## src/rtl/cpu_ctrl.sv

```systemverilog
// Multicycle controller: instruction register, 16-bit instruction decode, and
// Moore sequencing of register file, ALU, status and memory handshake.
module cpu_ctrl #(
  parameter int          DATA_W   = 16,
  parameter int unsigned MAX_WAIT = 15
) (
  input  logic              clk,
  input  logic              reset,
  input  logic              s,
  input  logic              load,
  input  logic [15:0]       in,
  input  logic              mem_ack,
  output logic [2:0]        readnum,
  output logic [2:0]        writenum,
  output logic              loada,
  output logic              loadb,
  output logic              loadc,
  output logic              loads,
  output logic              asel,
  output logic              bsel,
  output logic [1:0]        vsel,
  output logic              write,
  output logic [1:0]        ALUop,
  output logic [1:0]        shift,
  output logic [DATA_W-1:0] sximm5,
  output logic [DATA_W-1:0] sximm8,
  output logic              load_addr,
  output logic [1:0]        mem_cmd,
  output logic              w,
  output logic              halted,
  output logic              err
);

  typedef enum logic [3:0] {
    S_WAIT, S_DECODE, S_IMM_WR, S_GET_A, S_GET_B, S_EXEC, S_WRITE_REG,
    S_ADDR, S_ADDR_LD, S_MEM_RD, S_LD_WR, S_MEM_WR, S_HALT
  } state_t;

  localparam int CW = (MAX_WAIT < 2) ? 1 : $clog2(MAX_WAIT);

  state_t        state, state_nx;
  logic [15:0]   ir;
  logic [CW-1:0] cnt;

  logic [4:0] opc5;
  logic [2:0] rn, rd, rm;
  logic is_movi, is_movr, is_alu, is_cmp, is_mvn, is_ldr, is_str, is_halt;
  logic in_mem, at_limit, timeout, illegal;

  assign opc5    = ir[15:11];
  assign rn      = ir[10:8];
  assign rd      = ir[7:5];
  assign rm      = ir[2:0];
  assign is_movi = (opc5 == 5'b11010);
  assign is_movr = (opc5 == 5'b11000);
  assign is_alu  = (ir[15:13] == 3'b101);
  assign is_cmp  = (opc5 == 5'b10101);
  assign is_mvn  = (opc5 == 5'b10111);
  assign is_ldr  = (opc5 == 5'b01100);
  assign is_str  = (opc5 == 5'b10000);
  assign is_halt = (opc5 == 5'b11100);
  assign illegal = !(is_movi || is_movr || is_alu || is_ldr || is_str || is_halt);

  assign sximm5 = {{(DATA_W-5){ir[4]}}, ir[4:0]};
  assign sximm8 = {{(DATA_W-8){ir[7]}}, ir[7:0]};
  assign shift  = ir[4:3];

  // cnt holds the number of ack-less cycles already spent in the memory state
  assign in_mem   = (state == S_MEM_RD) || (state == S_MEM_WR);
  assign at_limit = (MAX_WAIT != 0) &&
                    ({{(32-CW){1'b0}}, cnt} == 32'(MAX_WAIT - 1));
  assign timeout  = in_mem && !mem_ack && at_limit;

  always_ff @(posedge clk) begin
    if (!reset) begin
      state <= S_WAIT;
      ir    <= '0;
      cnt   <= '0;
      err   <= 1'b0;
    end else begin
      state <= state_nx;
      if (state == S_WAIT && load)
        ir <= in;
      if (in_mem)
        cnt <= cnt + CW'(1);
      else
        cnt <= '0;
      if ((state == S_DECODE && illegal) || timeout)
        err <= 1'b1;
      else if (state == S_WAIT && s)
        err <= 1'b0;
    end
  end

  always_comb begin
    state_nx = state;
    unique case (state)
      S_WAIT:      if (s) state_nx = S_DECODE;
      S_DECODE: begin
        if (is_movi)                      state_nx = S_IMM_WR;
        else if (is_movr || is_mvn)       state_nx = S_GET_B;
        else if (is_alu || is_ldr || is_str) state_nx = S_GET_A;
        else if (is_halt)                 state_nx = S_HALT;
        else                              state_nx = S_WAIT;
      end
      S_GET_A:     state_nx = (is_ldr || is_str) ? S_ADDR : S_GET_B;
      S_GET_B:     state_nx = is_str ? S_MEM_WR : S_EXEC;
      S_EXEC:      state_nx = is_cmp ? S_WAIT : S_WRITE_REG;
      S_ADDR:      state_nx = S_ADDR_LD;
      S_ADDR_LD:   state_nx = is_ldr ? S_MEM_RD : S_GET_B;
      S_MEM_RD: begin
        if (mem_ack)      state_nx = S_LD_WR;
        else if (timeout) state_nx = S_WAIT;
      end
      S_MEM_WR:    if (mem_ack || timeout) state_nx = S_WAIT;
      S_HALT:      state_nx = S_HALT;
      default:     state_nx = S_WAIT;
    endcase
  end

  always_comb begin
    readnum   = 3'b000;
    writenum  = 3'b000;
    loada     = 1'b0;
    loadb     = 1'b0;
    loadc     = 1'b0;
    loads     = 1'b0;
    asel      = 1'b0;
    bsel      = 1'b0;
    vsel      = 2'b00;
    write     = 1'b0;
    ALUop     = ir[12:11];
    load_addr = 1'b0;
    mem_cmd   = 2'b00;
    w         = 1'b0;
    halted    = 1'b0;
    unique case (state)
      S_WAIT:      w = 1'b1;
      S_IMM_WR: begin
        writenum = rn;
        vsel     = 2'b01;
        write    = 1'b1;
      end
      S_GET_A: begin
        readnum = rn;
        loada   = 1'b1;
      end
      S_GET_B: begin
        readnum = is_str ? rd : rm;
        loadb   = 1'b1;
      end
      S_EXEC: begin
        loadc = 1'b1;
        asel  = is_movr || is_mvn;
        loads = is_cmp;
      end
      S_WRITE_REG: begin
        writenum = rd;
        write    = 1'b1;
      end
      // effective address is always A + sximm5, independent of the op bits
      S_ADDR: begin
        bsel  = 1'b1;
        loadc = 1'b1;
        ALUop = 2'b00;
      end
      S_ADDR_LD:   load_addr = 1'b1;
      S_MEM_RD:    mem_cmd = 2'b01;
      S_LD_WR: begin
        writenum = rd;
        vsel     = 2'b10;
        write    = 1'b1;
      end
      S_MEM_WR:    mem_cmd = 2'b10;
      S_HALT:      halted = 1'b1;
      default:     w = 1'b0;
    endcase
  end

endmodule

```

## config.mk

```make
export PLATFORM = sky130hd
export DESIGN_NAME = cpu_ctrl
export DESIGN_NICKNAME = d
export VERILOG_FILES = /design/src/rtl/cpu_ctrl.sv
export SDC_FILE = /design/constraint.sdc
export NUM_CORES = 1
export LEC_CHECK = 0
export BUFFER_PORTS_ARGS = -buffer_cell sky130_fd_sc_hd__buf_2
export CAP_MARGIN = 40
export CORE_MARGIN = 2
export CORE_UTILIZATION = 30
export CTS_BUF_LIST = sky130_fd_sc_hd__clkbuf_4 sky130_fd_sc_hd__clkbuf_8 sky130_fd_sc_hd__clkbuf_16
export DETAILED_ROUTE_END_ITERATION = 8
export SKIP_CTS_REPAIR_TIMING = 1
export SYNTH_ARGS = -nofsm -noshare
export SYNTH_HDL_FRONTEND = slang
export SYNTH_SLANG_ARGS = --single-unit
```

## constraint.sdc

```tcl
create_clock -name clk -period 3.52 [get_ports clk]
set_input_delay 0 -clock clk [delete_from_list [all_inputs] [get_ports clk]]
set_output_delay 0 -clock clk [all_outputs]
set_load 0.005 [all_outputs]
```

==> results.md <==
- Synth warn: 0
- FF/Latch Area: 500.5 µm²
- WP buf/inv: 2
- Worst Skew: 0.002793 ns
- Net Switching: 0.2037 mW
- Worst path depth: 4
- # diodes: 0
- Drt wl/cell: 13.17 µm
- Slowest stage cell, crit path: dfxtp_1
- PortBufs: a little under 80
- H-tree depth: 1
- Maximum vdd drop: 0.1408 mV
- Antenna Violating Nets Remaining: 0
- Nets: 322
- CTS tree: yes
- RSZ-0062 raised after global routing: no
- Cells after synthesis: 252
- Post-route minimum period: 2.115 ns
- Max Slew Vio Count: 0
- Synth Net Count: 275
- Simple-Gate Fraction of Synth Area: 0.2861
- Fill count: 664
- Synthesis-stage register bit count: 25
- Tot GR Track Use: 0.1371
- Main combinational cell family by area after synthesis: simple AND/OR/NAND/NOR gates
- Vias in the first global route: 1433
- Clk sinks: 25
- Row count: 28
- Synth Flop Type: dfxtp_1
- CORE AREA: 5956 µm²
- CP Data Required Time: 3.52 ns
- Post-synth top area share: 0.2699
- Worst-margin pin slew: 0.8185 ns
- Initial antenna violation count: 0
- Synth Area in Compound Gates: 0.1883
- Pleak: 1.010 nW
- Cell area after placement: 1988 µm²
- RR Endpoint: ir[14]$_SDFFE_PN0P_
- Status: finished clean
- Initial DRC Count: 89
- Max incr delay on CP: roughly 0.86 ns
- Fin area: ~2200 µm²
- Drt first pass iters: 4
- Clk Latency, worst-skew pair: 0.28 ns
- Layout cells sized above 1: 0.3020
- Clk pwr share: 0.283
- Slew HR: 0.4536
- Hold/Removal Path Class: in2reg
- Post-route clock period utilization: 0.6009
- Routed WL: about 4.9 mm
- Largest net degree at the start of global routing: 22
- Seq/Total Area, Yosys: 0.2699
- Multiplexer share of the synthesized area: 0.03239
- P_int: 0.4612 mW
- CP startpoint kind: flop
- Die W: 82.62 µm
- Routability Congestion: 0.8177
- Finished Core Util: 0.3706
- Reg2reg setup slack: 1.59 ns
- Vias per Instance: 4.786
- Cells on worst reg2reg path: 4
- Die footprint: 6826 µm²
- DRC: 0
- First-pass GRT wire length: a little over 7 mm
- EDFF count, synth: 0
- Critical-path maximum fanout: 20
- Crit. Startpoint: state[2]$_SDFFE_PN0P_
- CP endpoint: readnum[1]
- Setup ws final: roughly 1.4 ns
- Syn_area_per_cell: 7.358 µm²
- Final HPWL DP: 3.558 mm
- Clk root buf: clkbuf_8
- Grt ovf: 0
- Starting Density: 0.3113
- Data arrival time of the worst path: 2.12 ns
- Critical-path cell list: inv_2, or4_4, o21ai_1, buf_2
- Asr flop ratio synth: 0
- Peak Freq: 472.8 MHz
- CTS Buffer Depth: 2
- Cell accounting for the most synthesized area: dfxtp_1
- Critical path class: reg2out
- Die H: 82.62 µm
- Top cells by area, synth: dfxtp_1, buf_4, nand2_1, a21oi_1, nor2_1
- Clk slew on worst S/H paths: 0.09 ns
- Maxcap violations: 0
- FF-to-FF Start: state[3]$_SDFFE_PN0P_
- Crit end category: output pin
- Combinational share of power: 0.219
- Sequential share of power: 0.498
- # IOs: 78
- Post-synthesis adder-cell area fraction: 0.01350
- Layout area overhead: 19.03%
- Multi-input logic area: 982.2 µm²
- Sw Ratio: 0.3063
- Via count: 1785
- PwrDens: roughly 300 nW/µm²
- Pwr Total: about 0.66 mW
- Setup TNS: 0 ns
- Synth cell types: 49
- Syn Std Cell Area: between 1500 and 2000 µm²
- Crit-path leading delay family: flip-flops
- XOR/XNOR Fraction of Synth Area: 0.009447
- Setup slack at placement: 1.558 ns
- Fin. Hold Viols: 0
- Number of buffers created by CTS: 3
- # setup viols final: 0
## metal layers
layer | vias to the layer above | GRT usage | routed length [µm]
li1 | 917 | - | -
met1 | 802 | 0.1919 | 2330
met2 | 62 | 0.2169 | 2236
met3 | 4 | 0.01848 | 281
met4 | 0 | 0.04426 | 62
met5 | - | 0 | 0
## worst min path at each step
stage | end | start | slack (ns) | depth (start not counted)
after floorplan | state[2]$_SDFFE_PN0P_ | reset | 0.13 | 1
after global placement | ir[10]$_SDFFE_PN0P_ | in[10] | 0.24 | 3
after detailed placement | ir[3]$_SDFFE_PN0P_ | in[3] | 0.25 | 3
after CTS | ir[3]$_SDFFE_PN0P_ | in[3] | -0.05 | 3
after global routing | err$_SDFFE_PN0P_ | s | 0.11 | 4
final | err$_SDFFE_PN0P_ | s | 0.1 | 4
## cell usage after synthesis, drive strengths merged, types with 2 or more instances
master / count
a211oi: 2
a21oi: 26
a2bb2oi: 2
a31oi: 3
and2: 2
and3: 2
and3b: 2
buf: 45
clkbuf: 7
dfxtp: 25
ha: 2
inv: 7
mux2i: 6
nand2: 45
nand2b: 4
nand3: 5
nand3b: 4
nor2: 20
nor2b: 4
nor3: 7
nor3b: 2
nor4: 2
o21ai: 5
o21bai: 2
o22ai: 2
o31ai: 3
## layout make-up
class                   count  share of cell area
flip-flops and latches     25              0.2268
repair buffers             94              0.2517
clock buffers               4             0.02211
inverters                   7             0.01190
well taps                  75             0.04252
multi-input cells         168              0.4450
## power groups by stage
stage                     clock (mW)  sequential, mW  combinational [mW]
final                          0.188           0.331               0.146
after global routing           0.203           0.336               0.164
after CTS                      0.189           0.331               0.132
after detailed placement           0           0.338               0.132
after global placement             0           0.337               0.131
after floorplan                    0           0.318               0.133
## cells by family after synthesis
group / after synthesis
compound gates: 53
xor+xnor: 2
fa+ha+maj: 2
buf+inv: 59
flops: 25
mux: 6
simple gates: 105
## registers in the layout, indices dropped and copies added (netlist names)
register and cells:
err 1, state 4, cnt 4, ir 16
## tightest hold or removal path, stage by stage
cell       delay, ns
buf_2           0.11
nand2_1         0.05
a2bb2oi_1       0.05
a21oi_1         0.13
## cells in the final DEF (no fill, tap or decap), drive strengths merged, types with 2 or more instances in the layout
cell         Yosys  routed
buf             45      77
nand2           45      45
a21oi           26      26
dfxtp           25      25
nor2            20      20
dlygate4sd3      0      17
nor3             7       7
inv              7       7
mux2i            6       6
nand3            5       5
o21ai            5       5
nand2b           4       4
nor2b            4       4
nand3b           4       4
clkbuf           7       4
a31oi            3       3
o31ai            3       3
and3b            2       2
and2             2       2
and3             2       2
nor3b            2       2
o22ai            2       2
o21bai           2       2
a2bb2oi          2       2
ha               2       2
nor4             2       2
a211oi           2       2
## per-stage QoR
step           instances  hold slack, ns
3_3_place_gp         352          0.2424
2_1_floorplan        252          0.1279
5_1_grt              373          0.1137
6_report             373         0.09885
3_5_place_dp         352          0.2478
4_1_cts              356        -0.04874
No activity file was read; power rests on OpenSTA's default activity.
